--- config.mk ---
export PLATFORM = sky130hd
export DESIGN_NAME = mc_control_fsm
export DESIGN_NICKNAME = d
export VERILOG_FILES = /design/src/rtl/mc_ctrl_pkg.sv /design/src/rtl/mem_wait_timer.sv /design/src/rtl/mc_control_fsm.sv
export SDC_FILE = /design/constraint.sdc
export NUM_CORES = 1
export LEC_CHECK = 0
export CAP_MARGIN = 20
export CORE_UTILIZATION = 40
export CTS_BUF_LIST = sky130_fd_sc_hd__clkbuf_8
export DETAILED_ROUTE_END_ITERATION = 8
export PLACE_DENSITY = 0.91
export SLEW_MARGIN = 20
export SYNTH_ARGS = -nofsm -noshare
export SYNTH_HDL_FRONTEND = slang
export SYNTH_HIERARCHICAL = 1
export SYNTH_SLANG_ARGS = --single-unit
--- constraint.sdc ---
create_clock -name clk -period 3.7 [get_ports clk]
set_clock_uncertainty 0.05 [all_clocks]
set_input_delay 0.74 -clock clk [delete_from_list [all_inputs] [get_ports clk]]
set_output_delay 0.74 -clock clk [all_outputs]
set_load 0.005 [all_outputs]
--- src/rtl/mc_ctrl_pkg.sv ---
// Shared encodings for the multicycle control unit: opcodes, ALU codes, states
// and the opcode classifier used by the FSM.
package mc_ctrl_pkg;

  localparam int FUNC_W_DEF = 4;

  localparam logic [5:0] OP_RTYPE = 6'b100000;
  localparam logic [5:0] OP_LI    = 6'b111000;
  localparam logic [5:0] OP_LUI   = 6'b111001;
  localparam logic [5:0] OP_ADDI  = 6'b110000;
  localparam logic [5:0] OP_ANDI  = 6'b110010;
  localparam logic [5:0] OP_ORI   = 6'b110011;
  localparam logic [5:0] OP_B     = 6'b111111;
  localparam logic [5:0] OP_BEQ   = 6'b000000;
  localparam logic [5:0] OP_BNE   = 6'b000001;
  localparam logic [5:0] OP_LB    = 6'b000011;
  localparam logic [5:0] OP_LW    = 6'b001111;
  localparam logic [5:0] OP_SB    = 6'b000111;
  localparam logic [5:0] OP_SW    = 6'b011111;

  localparam logic [3:0] ALU_ADD = 4'b0000;
  localparam logic [3:0] ALU_SUB = 4'b0001;
  localparam logic [3:0] ALU_AND = 4'b0010;
  localparam logic [3:0] ALU_OR  = 4'b0011;
  localparam logic [3:0] ALU_NOT = 4'b0100;
  localparam logic [3:0] ALU_SRA = 4'b1000;
  localparam logic [3:0] ALU_SLL = 4'b1001;
  localparam logic [3:0] ALU_SRL = 4'b1010;
  localparam logic [3:0] ALU_ROL = 4'b1100;
  localparam logic [3:0] ALU_ROR = 4'b1101;

  // IF is encoded as zero so the debug State port reads 0 while in reset.
  typedef enum logic [2:0] {
    S_IF  = 3'd0,
    S_DEC = 3'd1,
    S_EX  = 3'd2,
    S_MEM = 3'd3,
    S_WB  = 3'd4,
    S_ERR = 3'd5
  } state_t;

  typedef enum logic [2:0] {
    C_R, C_IMM, C_BR, C_LOAD, C_STORE, C_BAD
  } op_class_t;

  function automatic op_class_t classify(input logic [5:0] op);
    case (op)
      OP_RTYPE:                              return C_R;
      OP_LI, OP_LUI, OP_ADDI, OP_ANDI, OP_ORI: return C_IMM;
      OP_B, OP_BEQ, OP_BNE:                  return C_BR;
      OP_LB, OP_LW:                          return C_LOAD;
      OP_SB, OP_SW:                          return C_STORE;
      default:                               return C_BAD;
    endcase
  endfunction

  function automatic logic funct_ok(input logic [3:0] f);
    case (f)
      ALU_ADD, ALU_SUB, ALU_AND, ALU_OR, ALU_NOT,
      ALU_SRA, ALU_SLL, ALU_SRL, ALU_ROL, ALU_ROR: return 1'b1;
      default:                                     return 1'b0;
    endcase
  endfunction

endpackage

--- src/rtl/mem_wait_timer.sv ---
// Saturating wait counter for memory handshakes; done flags that the count
// has reached MEM_TIMEOUT.
module mem_wait_timer #(
  parameter int MEM_TIMEOUT = 16
) (
  input  logic clk,
  input  logic rst,
  input  logic clear,
  input  logic en,
  output logic done
);

  localparam int CW = $clog2(MEM_TIMEOUT + 1);

  logic [CW-1:0] count;

  assign done = (count == CW'(MEM_TIMEOUT));

  always_ff @(posedge clk or posedge rst) begin
    if (rst)
      count <= '0;
    else if (clear)
      count <= '0;
    else if (en && !done)
      count <= count + 1'b1;
  end

endmodule

--- src/rtl/mc_control_fsm.sv ---
// Multicycle control unit: sequences IF/DEC/EX/MEM/WB with memory ready
// handshakes, a wait timeout and a sticky error state.
module mc_control_fsm
  import mc_ctrl_pkg::*;
#(
  parameter int INSTR_W     = 32,
  parameter int FUNC_W      = FUNC_W_DEF,
  parameter int MEM_TIMEOUT = 16
) (
  input  logic               clk,
  input  logic               Reset,
  input  logic [INSTR_W-1:0] Instr,
  input  logic               Zero,
  input  logic               IMem_Rdy,
  input  logic               DMem_Rdy,
  output logic               PC_sel,
  output logic               PC_LdEn,
  output logic               IR_LdEn,
  output logic               RF_WrEn,
  output logic               RF_WrData_sel,
  output logic               RF_B_sel,
  output logic               ALU_Bin_sel,
  output logic [FUNC_W-1:0]  ALU_func,
  output logic               Mem_RdEn,
  output logic               Mem_WrEn,
  output logic               lui,
  output logic               lb,
  output logic               sb,
  output logic               Err,
  output logic [2:0]         State
);

  state_t    state, state_next;
  op_class_t cls;
  logic [5:0] opcode;
  logic [3:0] funct;
  logic       waiting, rdy, tmo, tmr_clear, taken;
  logic [3:0] func_code;
  logic       unused_instr;

  assign opcode       = Instr[INSTR_W-1 -: 6];
  assign funct        = Instr[3:0];
  assign unused_instr = ^Instr[INSTR_W-7:4];
  assign cls          = classify(opcode);
  assign waiting      = (state == S_IF) || (state == S_MEM);
  assign rdy          = (state == S_IF) ? IMem_Rdy : DMem_Rdy;
  assign tmr_clear    = !waiting || (state_next != state);
  assign taken        = (opcode == OP_B) || (opcode == OP_BEQ && Zero) ||
                        (opcode == OP_BNE && !Zero);
  assign State        = state;

  mem_wait_timer #(.MEM_TIMEOUT(MEM_TIMEOUT)) u_timer (
    .clk   (clk),
    .rst   (Reset),
    .clear (tmr_clear),
    .en    (waiting && !rdy),
    .done  (tmo)
  );

  // Rdy is checked before the timeout so a late handshake still completes.
  always_comb begin
    state_next = state;
    case (state)
      S_IF:  if (IMem_Rdy) state_next = S_DEC;
             else if (tmo) state_next = S_ERR;
      S_DEC: state_next = (cls == C_BAD) ? S_ERR : S_EX;
      S_EX: begin
        case (cls)
          C_R:              state_next = funct_ok(funct) ? S_WB : S_ERR;
          C_IMM:            state_next = S_WB;
          C_BR:             state_next = S_IF;
          C_LOAD, C_STORE:  state_next = S_MEM;
          default:          state_next = S_ERR;
        endcase
      end
      S_MEM: if (DMem_Rdy) state_next = (cls == C_LOAD) ? S_WB : S_IF;
             else if (tmo) state_next = S_ERR;
      S_WB:  state_next = S_IF;
      default: state_next = S_ERR;
    endcase
  end

  always_ff @(posedge clk or posedge Reset) begin
    if (Reset)
      state <= S_IF;
    else
      state <= state_next;
  end

  always_comb begin
    PC_sel        = 1'b0;
    PC_LdEn       = 1'b0;
    IR_LdEn       = 1'b0;
    RF_WrEn       = 1'b0;
    RF_WrData_sel = 1'b0;
    RF_B_sel      = 1'b0;
    ALU_Bin_sel   = 1'b0;
    Mem_RdEn      = 1'b0;
    Mem_WrEn      = 1'b0;
    lui           = 1'b0;
    lb            = 1'b0;
    sb            = 1'b0;
    Err           = 1'b0;
    func_code     = ALU_ADD;
    if (!Reset) begin
      case (state)
        S_IF: begin
          IR_LdEn = IMem_Rdy;
          PC_LdEn = IMem_Rdy;
        end
        S_DEC: RF_B_sel = (cls != C_R) && (cls != C_BAD);
        S_EX: begin
          case (cls)
            C_R: if (funct_ok(funct)) func_code = funct;
            C_IMM: begin
              ALU_Bin_sel = 1'b1;
              lui         = (opcode == OP_LUI);
              if (opcode == OP_ANDI)     func_code = ALU_AND;
              else if (opcode == OP_ORI) func_code = ALU_OR;
            end
            // Branches compare through subtraction to produce Zero.
            C_BR: begin
              func_code = ALU_SUB;
              PC_LdEn   = taken;
              PC_sel    = taken;
            end
            C_LOAD, C_STORE: ALU_Bin_sel = 1'b1;
            default: ;
          endcase
        end
        S_MEM: begin
          Mem_RdEn = (cls == C_LOAD);
          Mem_WrEn = (cls == C_STORE);
          lb       = (opcode == OP_LB);
          sb       = (opcode == OP_SB);
        end
        S_WB: begin
          RF_WrEn       = 1'b1;
          RF_WrData_sel = (cls == C_LOAD);
        end
        S_ERR: Err = 1'b1;
        default: ;
      endcase
    end
    ALU_func = FUNC_W'(func_code);
  end

endmodule

==> results.md <==
* Status: complete, no violations
* Final Power at 273 µW
* First-pass GRT wire length at 5220 µm
* Int Power at just over 200 µW
* Post-Syn Area at 1100 µm²
* Crit path kind: primary input to output port
* Sw frac at 0.264
* Critical Path AT at 2760 ps
* Slowest CP cell: clkdlybuf4s50_1
* Wirelength, routed at roughly 3300 µm
* Met1 GRT Util at 0.316
* ANT nets after route at 0
* Dpl cell area at 1600 µm²
* Reg power frac at 0.322
* Slew Limit Headroom at 0.539
* Hold Path Origin: u_timer/count[4]$_DFFE_PP0P_
* Tot GR Track Use at 0.241
* Gr ovfl total at 0
* Crit path launch: Instr[28]
* Largest net degree at the start of global routing at 13
* Final Cycle Share at 0.960
* Slowest stage delay, CP at 520 ps
* Hold-fix buffers, CTS at 0
* DRC at 0
* Die span in x at 54.4 µm
* Post-synth top area share at 0.182
* R2R depth at 6
* Fmax at ~0.28 GHz
* Top cells by count, synth: 26 x nor2_1, 12 x nand2_1, 8 x dfrtp_1
* Syn. warnings at 6
* Hold Path Stages at 2
* Die Y at roughly 54 µm
* CTS max path bufs at 2
* Static Leak at between 0.0006 and 0.0007 µW
* Global route hottest layer: met2
* Maxcap violations at 0
* Crit-path most repeated cell: clkdlybuf4s50_1
* Cts bufs inserted at 3
* Crit-path max FO at 4
* R2R setup slack at 1670 ps
* Clk sinks at 8
* Slew Limit Fails at 0
* WHS at 492 ps
* RR Startpoint: State[0]$_DFF_PP0_
* CTS tree: done
* Initial core utilization at 0.432
* CORE AREA at 2540 µm²
* RePlAce Congestion at 0.893
* Vias per cell at approximately 5.7
* Main area contributors after synthesis: dfrtp_1 18%, nor2_1 8.9%, nand2_1 4.1%
* Cell taking the most area after synthesis: dfrtp_1
* Critical Path Source Type: primary input
* Vias in the first global route at 1157
* Ant. Diodes at 0
* Synthesis-to-layout area growth at 52.1%
* Num ports at between 50 and 60
* Routed len/inst at 13.9 µm
* P_sw at 72.0 µW
* Drt pass-1 iters at 5
* Clock power share at 0.382
* Nets at 247
* Count leader, synth: nor2_1
* Full die area at slightly below 3000 µm²
* Distinct cells, synth at 50
* Crit path buf inv count at 2
* Worst-Skew Late Latency at between 200 and 250 ps
* Std-Cell Rows at 18
* Power density over the cells at approximately 160 nW/µm²
* CP Capture Type: output port
* Prevailing post-synth register cell: dfrtp_1
* RSZ-0062 raised after global routing: false
* Sequential fraction of the synthesis area at 0.182
* Ys async rst share at 1.00
* Max VDD drop at 0.233 mV
* Hpwl dp at around 2600 µm
* Total negative slack at 0 ps
* Least-Margin Pin Slew at 685 ps
* Layout Utilization at 0.657
* Root Buffer: clkbuf_8
* Synthesized area per cell at 7.14 µm²
* Grt met2 use at 0.421
* Final instance area at 1670 µm²
* Critical path depth at 6
* Port buffer count at 34
* Initial antenna violation count at 0
* Final hold vios at 0
* Final setup violating endpoints at 0
* CTS H-tree depth at 1
* Fillers at between 200 and 250
* Net Count, Synth at 193
* Share of cells above drive strength 1 at 0.214
* Hold Path Class: flop to flop
* Critical Path, Cell by Cell: clkdlybuf4s50_1 > or2_4 > nor4_2 > nand3_1 > a31oi_2 > clkdlybuf4s50_1
* Worst EP required at roughly 2900 ps
* GRT met3 Usage at 0.0444
* Post-Synthesis Cells at 154
* FF+latch count, synth at 8
* Total number of vias at 1350
* Period minus WS final at 3550 ps
* EDFF count, synth at 0
* Initial DRC count at 52
* Top Family by Delay on Critical Path: buffers and inverters
* Combinational power share at 0.297
* Clock transition at the registers of the reported paths at 40 ps
==> power groups by stage <==
| stage | Combinational, µW | Sequential [µW] | Clock, µW |
|---|---|---|---|
| after global routing | 87.9 | 87.8 | 113 |
| after detailed placement | 78.6 | 89.1 | 0 |
| after floorplan | 38.1 | 89.1 | 0 |
| after global placement | 76.6 | 89.1 | 0 |
| final | 81.1 | 87.9 | 104 |
| after CTS | 78.9 | 87.9 | 105 |
==> worst paths after layout <==
path / end
worst min register to register: u_timer/count[4]$_DFFE_PP0P_
min in group asynchronous: State[0]$_DFF_PP0_
worst min-delay path: u_timer/count[4]$_DFFE_PP0P_
worst max-delay path: ALU_func[0]
worst max register to register: u_timer/count[0]$_DFFE_PP0P_
max in group asynchronous: u_timer/count[2]$_DFFE_PP0P_
==> layout by cell type, fill, tap and decap left out, types with 4 or more instances in the layout <==
master / instances
clkdlybuf4s50_1: 29
nor2_1: 26
buf_4: 23
nand2_1: 12
dfrtp_1: 8
inv_1: 7
a21oi_1: 7
nand3_1: 6
nor3_1: 6
o21ai_0: 6
and3_1: 5
dlymetal6s2s_1: 5
or2_2: 4
nand4_1: 4
==> final cells by class <==
cell class              instances  area [µm²]  area share
multi-input cells             130         831       0.497
clock buffers                   3        41.3      0.0247
flip-flops and latches          8         200       0.120
well taps                      30        37.5      0.0224
inverters                       7        26.3      0.0157
repair buffers                 58         537       0.321
==> per-stage QoR <==
step / cells / setup slack [ps]
2_1_floorplan: 154 / 1040
3_3_place_gp: 233 / 31.1
3_5_place_dp: 233 / 17.2
4_1_cts: 236 / 16.3
5_1_grt: 236 / 22.5
6_report: 236 / 149
==> kinds of logic (layout without fill, tap and decap cells) <==
| group | count (synthesis) | after routing | synth area share |
|---|---|---|---|
| XOR/XNOR | 4 | 4 | 0.0319 |
| buffers and inverters | 16 | 68 | 0.0739 |
| adder cells (fa/ha/maj) | 2 | 2 | 0.0227 |
| AND/OR/NAND/NOR | 88 | 88 | 0.445 |
| multiplexers | 2 | 2 | 0.0193 |
| flip-flops | 8 | 8 | 0.182 |
| AO/OA/AOI/OAI | 34 | 34 | 0.225 |
==> metal layers <==
layer,vias up,wire [µm]
met2,68,1580
li1,659,-
met3,6,227
met5,-,0
met1,617,1440
met4,0,40
==> worst reg2reg max path, cell delays in order (launching register included) <==
cell and delay, ps:
dfrtp_1 480, or2_2 380, nor2_1 140, nor2_1 70, nor2_1 200, nor2b_2 230
mux2_2 360
==> sequential cells by signal (all words and copies together) (netlist names) <==
register,flops
State,3
u_timer/count,5
==> repair_timing <==
item                       CTS  global route
resized for setup            0             9
setup endpoints to repair    0             7
buffers inserted             0             0
No activity file was read; power rests on OpenSTA's default activity.
